## config.mk

```make
export PLATFORM = sky130hd
export DESIGN_NAME = sync_debounce_ff
export DESIGN_NICKNAME = d
export VERILOG_FILES = /design/src/rtl/sync_debounce_ff.sv
export SDC_FILE = /design/constraint.sdc
export NUM_CORES = 1
export LEC_CHECK = 0
export ABC_AREA = 1
export CAP_MARGIN = 5
export CORE_MARGIN = 10
export CORE_UTILIZATION = 45
export CTS_CLUSTER_DIAMETER = 200
export DETAILED_ROUTE_END_ITERATION = 6
export MAX_ROUTING_LAYER = met4
export PLACE_DENSITY_LB_ADDON = 0.2
export SKIP_CTS_REPAIR_TIMING = 1
export SYNTH_ARGS = -nofsm -noshare
export SYNTH_HDL_FRONTEND = slang
export SYNTH_SLANG_ARGS = --single-unit
```

## constraint.sdc

```tcl
create_clock -name c -period 1.5 [get_ports c]
set_clock_uncertainty 0.05 [all_clocks]
set_input_delay 0.375 -clock c [delete_from_list [all_inputs] [get_ports c]]
set_output_delay 0.375 -clock c [all_outputs]
set_load 0.02 [all_outputs]
```

## src/rtl/sync_debounce_ff.sv

```systemverilog
// -----------------------------------------------------------------------------
// sync_debounce_ff
//
// Input conditioning stage ahead of the voted data flip-flop. An asynchronous,
// possibly bouncing level is synchronised into the c domain and then filtered.
// A new level is accepted only after DEBOUNCE_CYCLES consecutive enabled
// samples of that level. Shorter pulses are rejected.
//
// Ports:
//   c          in   clock, rising edge
//   rst_b      in   asynchronous active-low reset
//   din_async  in   raw asynchronous level
//   en         in   filter enable; 0 freezes the state machine and the counter.
//                   The synchroniser keeps sampling while en is 0.
//   d          out  debounced, synchronised level (registered)
//   rise       out  one-cycle strobe in the cycle d goes 0->1 (registered)
//   fall       out  one-cycle strobe in the cycle d goes 1->0 (registered)
//   busy       out  high while a level change is pending (registered)
//   glitch_cnt out  [7:0] saturating count of aborted pending changes.
//                   Present only when SYNC_DEBOUNCE_GLITCH_CNT_EN is defined.
//
// Optional feature macro: SYNC_DEBOUNCE_GLITCH_CNT_EN
// -----------------------------------------------------------------------------
module sync_debounce_ff #(
  parameter int SYNC_STAGES     = 2,
  parameter int DEBOUNCE_CYCLES = 4,
  parameter int CNT_W           = 8
) (
  input  logic       c,
  input  logic       rst_b,
  input  logic       din_async,
  input  logic       en,
  output logic       d,
  output logic       rise,
  output logic       fall,
  output logic       busy
`ifdef SYNC_DEBOUNCE_GLITCH_CNT_EN
  ,
  output logic [7:0] glitch_cnt
`endif
);

  // Reject illegal configurations during elaboration.
  if (SYNC_STAGES < 2 || SYNC_STAGES > 4) begin : g_bad_sync_stages
    $error("sync_debounce_ff: SYNC_STAGES must be in 2..4");
  end
  if (DEBOUNCE_CYCLES < 2 || DEBOUNCE_CYCLES > 255) begin : g_bad_debounce
    $error("sync_debounce_ff: DEBOUNCE_CYCLES must be in 2..255");
  end
  if ((2 ** CNT_W) <= DEBOUNCE_CYCLES) begin : g_bad_cnt_w
    $error("sync_debounce_ff: CNT_W too narrow for DEBOUNCE_CYCLES");
  end

  typedef enum logic [1:0] {
    STABLE_LO = 2'b00,
    PEND_HI   = 2'b01,
    STABLE_HI = 2'b10,
    PEND_LO   = 2'b11
  } state_t;

  // Entering a pending state already counts the first differing sample, so
  // acceptance happens when the counter reaches DEBOUNCE_CYCLES-1 and the
  // sample still differs.
  localparam logic [CNT_W-1:0] CNT_LAST = CNT_W'(DEBOUNCE_CYCLES - 1);
  localparam logic [CNT_W-1:0] CNT_ONE  = CNT_W'(1);

  logic [SYNC_STAGES-1:0] sync_r;
  logic                   s_s;
  state_t                 state_r;
  logic [CNT_W-1:0]       cnt_r;

  assign s_s = sync_r[SYNC_STAGES-1];

  // Synchroniser chain; always clocked, independent of en.
  always_ff @(posedge c or negedge rst_b) begin
    if (!rst_b) begin
      sync_r <= '0;
    end else begin
      sync_r <= {sync_r[SYNC_STAGES-2:0], din_async};
    end
  end

  // Filter state machine with registered level, strobes and busy flag.
  always_ff @(posedge c or negedge rst_b) begin
    if (!rst_b) begin
      state_r <= STABLE_LO;
      cnt_r   <= '0;
      d       <= 1'b0;
      rise    <= 1'b0;
      fall    <= 1'b0;
      busy    <= 1'b0;
    end else if (en) begin
      rise <= 1'b0;
      fall <= 1'b0;
      case (state_r)
        STABLE_LO: begin
          if (s_s) begin
            state_r <= PEND_HI;
            cnt_r   <= CNT_ONE;
            busy    <= 1'b1;
          end else begin
            state_r <= STABLE_LO;
            cnt_r   <= '0;
            busy    <= 1'b0;
          end
        end
        PEND_HI: begin
          if (!s_s) begin
            // Glitch rejected: back to the old level.
            state_r <= STABLE_LO;
            cnt_r   <= '0;
            busy    <= 1'b0;
          end else if (cnt_r == CNT_LAST) begin
            state_r <= STABLE_HI;
            cnt_r   <= '0;
            d       <= 1'b1;
            rise    <= 1'b1;
            busy    <= 1'b0;
          end else begin
            cnt_r   <= cnt_r + CNT_ONE;
            busy    <= 1'b1;
          end
        end
        STABLE_HI: begin
          if (!s_s) begin
            state_r <= PEND_LO;
            cnt_r   <= CNT_ONE;
            busy    <= 1'b1;
          end else begin
            state_r <= STABLE_HI;
            cnt_r   <= '0;
            busy    <= 1'b0;
          end
        end
        PEND_LO: begin
          if (s_s) begin
            state_r <= STABLE_HI;
            cnt_r   <= '0;
            busy    <= 1'b0;
          end else if (cnt_r == CNT_LAST) begin
            state_r <= STABLE_LO;
            cnt_r   <= '0;
            d       <= 1'b0;
            fall    <= 1'b1;
            busy    <= 1'b0;
          end else begin
            cnt_r   <= cnt_r + CNT_ONE;
            busy    <= 1'b1;
          end
        end
        default: begin
          // Unreachable encoding: fall back to the reset state.
          state_r <= STABLE_LO;
          cnt_r   <= '0;
          d       <= 1'b0;
          busy    <= 1'b0;
        end
      endcase
    end else begin
      // Frozen: state, counter and level hold, strobes are suppressed.
      rise <= 1'b0;
      fall <= 1'b0;
    end
  end

`ifdef SYNC_DEBOUNCE_GLITCH_CNT_EN
  logic abort_s;

  assign abort_s = en & (((state_r == PEND_HI) & ~s_s) |
                         ((state_r == PEND_LO) &  s_s));

  // Saturating count of aborted pending changes; cleared only by rst_b.
  always_ff @(posedge c or negedge rst_b) begin
    if (!rst_b) begin
      glitch_cnt <= 8'd0;
    end else if (abort_s && (glitch_cnt != 8'hFF)) begin
      glitch_cnt <= glitch_cnt + 8'd1;
    end else begin
      glitch_cnt <= glitch_cnt;
    end
  end
`else
  // Glitch counter not built in this configuration.
`endif

endmodule

```

==> results.md <==
* Share of the synthesized area in the top cell type at 0.448
* WHS at 0.319 ns
* Syn nets at 126
* Dpl hpwl at 1420 um
* Required time of the worst setup path at 1.63 ns
* N_diodes at 0
* Sequential fraction of the synthesis area at 0.448
* Yosys warning count at 0
* Fmax at 741 MHz
* Crit path arrival time at 1.48 ns
* EDFF count, synth at 0
* Final nets at 142
* Sw Ratio at 0.340
* Share of layout cells above drive strength 1 at 0.199
* Max cap viols at 0
* Xor/xnor share of the synthesized area at 0
* Final Cell Area at 1070 sq um
* Slew HR at 0.822
* Kind of critical path: reg2reg
* Die height at 64.6 um
* Hold WC Path Type: reg2reg
* Gr ovfl total at 0
* Flops & latches, synth at 16
* Synth cell count leaders: nand2_1 (44), dfrtp_1 (16), inv_1 (13), nor2_1 (10), nand3_1 (8)
* Largest net degree at the start of global routing at 17
* CTS tree: built
* CTS sink cnt at 16
* I/O pin total at 8
* P&R area growth vs syn at 19.6%
* Initial drt markers at 33
* GPL Wtd Cong at 0.902
* DR vias at 785
* Total CTS buffers at 3
* CP endpoint kind: flip-flop
* Int Power at 0.767 mW
* Via/cell ratio at 4.82
* Placed standard-cell area at 1020 sq um
* Residual DRC at 0
* Final core utilization at 0.557
* Final Cycle Share at 0.900
* Main synth FF type: dfrtp_1
* Slew Limit Fails at 0
* All-Layer GR Usage at 0.0987
* DRT Pass-1 Iters at 4
* Mapped Cells at 121
* Reg power frac at 0.461
* Buffers on Ports at 7
* Initial core utilization at 0.465
* RSZ-0062 raised after global routing: false
* Vias in the first global route at 821
* Largest family of logic cells by synthesized area: simple AND/OR/NAND/NOR gates
* Comb pwr share at 0.297
* Final setup viols at 0
* Clk network pwr share at 0.242
* Asr flop ratio synth at 1.00
* Clock slew at the register clock pins of the worst setup and hold paths at 0.10 ns
* Post-synthesis cell type count at 19
* Mapped Area at 895 sq um
* Initial antenna violation count at 0
* Synth Area in Adders at 0.0140
* Mean routed wirelength per cell at 11.1 um
* Root buffer cell: clkbuf_4
* Compound-Gate Fraction of Synth Area at 0.0713
* Post-layout min period at 1.35 ns
* Final Hold Vio Count at 0
* Crit start category: flip-flop
* H-tree Lvls at 1
* Switching power at 0.396 mW
* Clock Tree Buf Depth at 2
* Worst Path Max Fanout at 5
* Mux share of post-synthesis cell area at 0
* Pwr dens at 1090 nW/um^2
* # rows at 16
* Post-synthesis average cell area at 7.39 sq um
* Die X at 64.6 um
* Worst Tran Pin Value at 0.265 ns
* Die Area at 4170 sq um
* VDD IR max at 0.940 mV
* Top-count cell post-synth: nand2_1
* Core Footprint at 1920 sq um
* Clk Latency, worst-skew pair at 0.28 ns
* First-pass GRT wire length at 3330 um
* ANT nets after route at 0
* Largest area contributor in the netlist: dfrtp_1
* Pwr Total at 1.16 mW
* Largest cells by area after synthesis: dfrtp_1 (45%), nand2_1 (18%), inv_1 (5.5%)
* Total wire length at 1810 um
* Final setup TNS at 0 ns
* Status: complete, no violations
* Simple-gate share of the synthesized area at 0.372
* Leakage power at 0.577 nW
[logic make-up after synthesis]
logic type | count (synthesis)
fa+ha+maj | 1
flops | 16
simple gates | 75
compound gates | 11
buf+inv | 18
[routing by layer]
metal	up-vias	GRT usage	wire [um]	share of wire
met1	365	0.114	839	0.46
met3	0	0.0172	78	0.043
met4	0	0.0348	0	0
met2	13	0.167	888	0.49
li1	407	-	-	-
met5	-	-	0	0
[path summary, 6_finish.rpt]
check,start,end,slack (ns),depth (start not counted)
setup / recovery,cnt_r[1],cnt_r[4],0.15,8
max in group asynchronous,rst_b,d,0.86,2
hold / removal,sync_r[0],sync_r[1],0.32,0
hold reg to reg,sync_r[0],sync_r[1],0.32,0
min in group asynchronous,rst_b,cnt_r[6],0.35,2
setup reg to reg,cnt_r[1],cnt_r[4],0.15,8
[stage by stage]
step / std cells / worst slack [ns]
floorplan: 121 / 0.210
global placement: 159 / -0.00988
detailed placement: 159 / -0.0417
CTS: 163 / -0.179
global route: 163 / 0.0125
finish: 163 / 0.150
[power groups by stage]
stage / registers (mW) / clock network [mW] / logic (mW)
3_5_place_dp: 0.545 / 0 / 0.345
2_1_floorplan: 0.556 / 0 / 0.216
4_1_cts: 0.536 / 0.290 / 0.346
3_3_place_gp: 0.543 / 0 / 0.332
6_report: 0.536 / 0.282 / 0.346
5_1_grt: 0.544 / 0.304 / 0.403
[worst max-delay path, cell delays in order, from the launching register on]
cell,delay [ns]
dfrtp_1,0.38
ha_2,0.25
nand2_1,0.08
nor2_2,0.11
nand2_2,0.09
nand2_2,0.11
nand2_2,0.07
nand2_1,0.08
nor2_2,0.03
[area by class of cell]
cell class / instances / area (sq um)
Fill cell: 196 / 852
Multi-Input combinational cell: 87 / 412
Sequential cell: 16 / 400
Timing Repair Buffer: 13 / 125
Inverter: 16 / 62.6
Clock buffer: 4 / 36.3
Tap cell: 27 / 33.8
[state kept, by name, summed over array words and instances, names as in the netlist, named ones only]
signal,count
state_r,1
busy,1
sync_r,2
fall,1
cnt_r,8
d,1
rise,1
[placed cells by master (no fill, tap or decap), drive strengths merged]
cell type / instances
clkdlybuf4s50: 3
buf: 6
a21oi: 3
nor2: 15
a31oi: 1
ha: 1
dfrtp: 16
nand3: 9
clkbuf: 4
nand3b: 1
o31ai: 1
inv: 16
nor3: 1
o21ai: 6
dlymetal6s2s: 4
nand2: 49
Power figures use the tool's default switching activity.
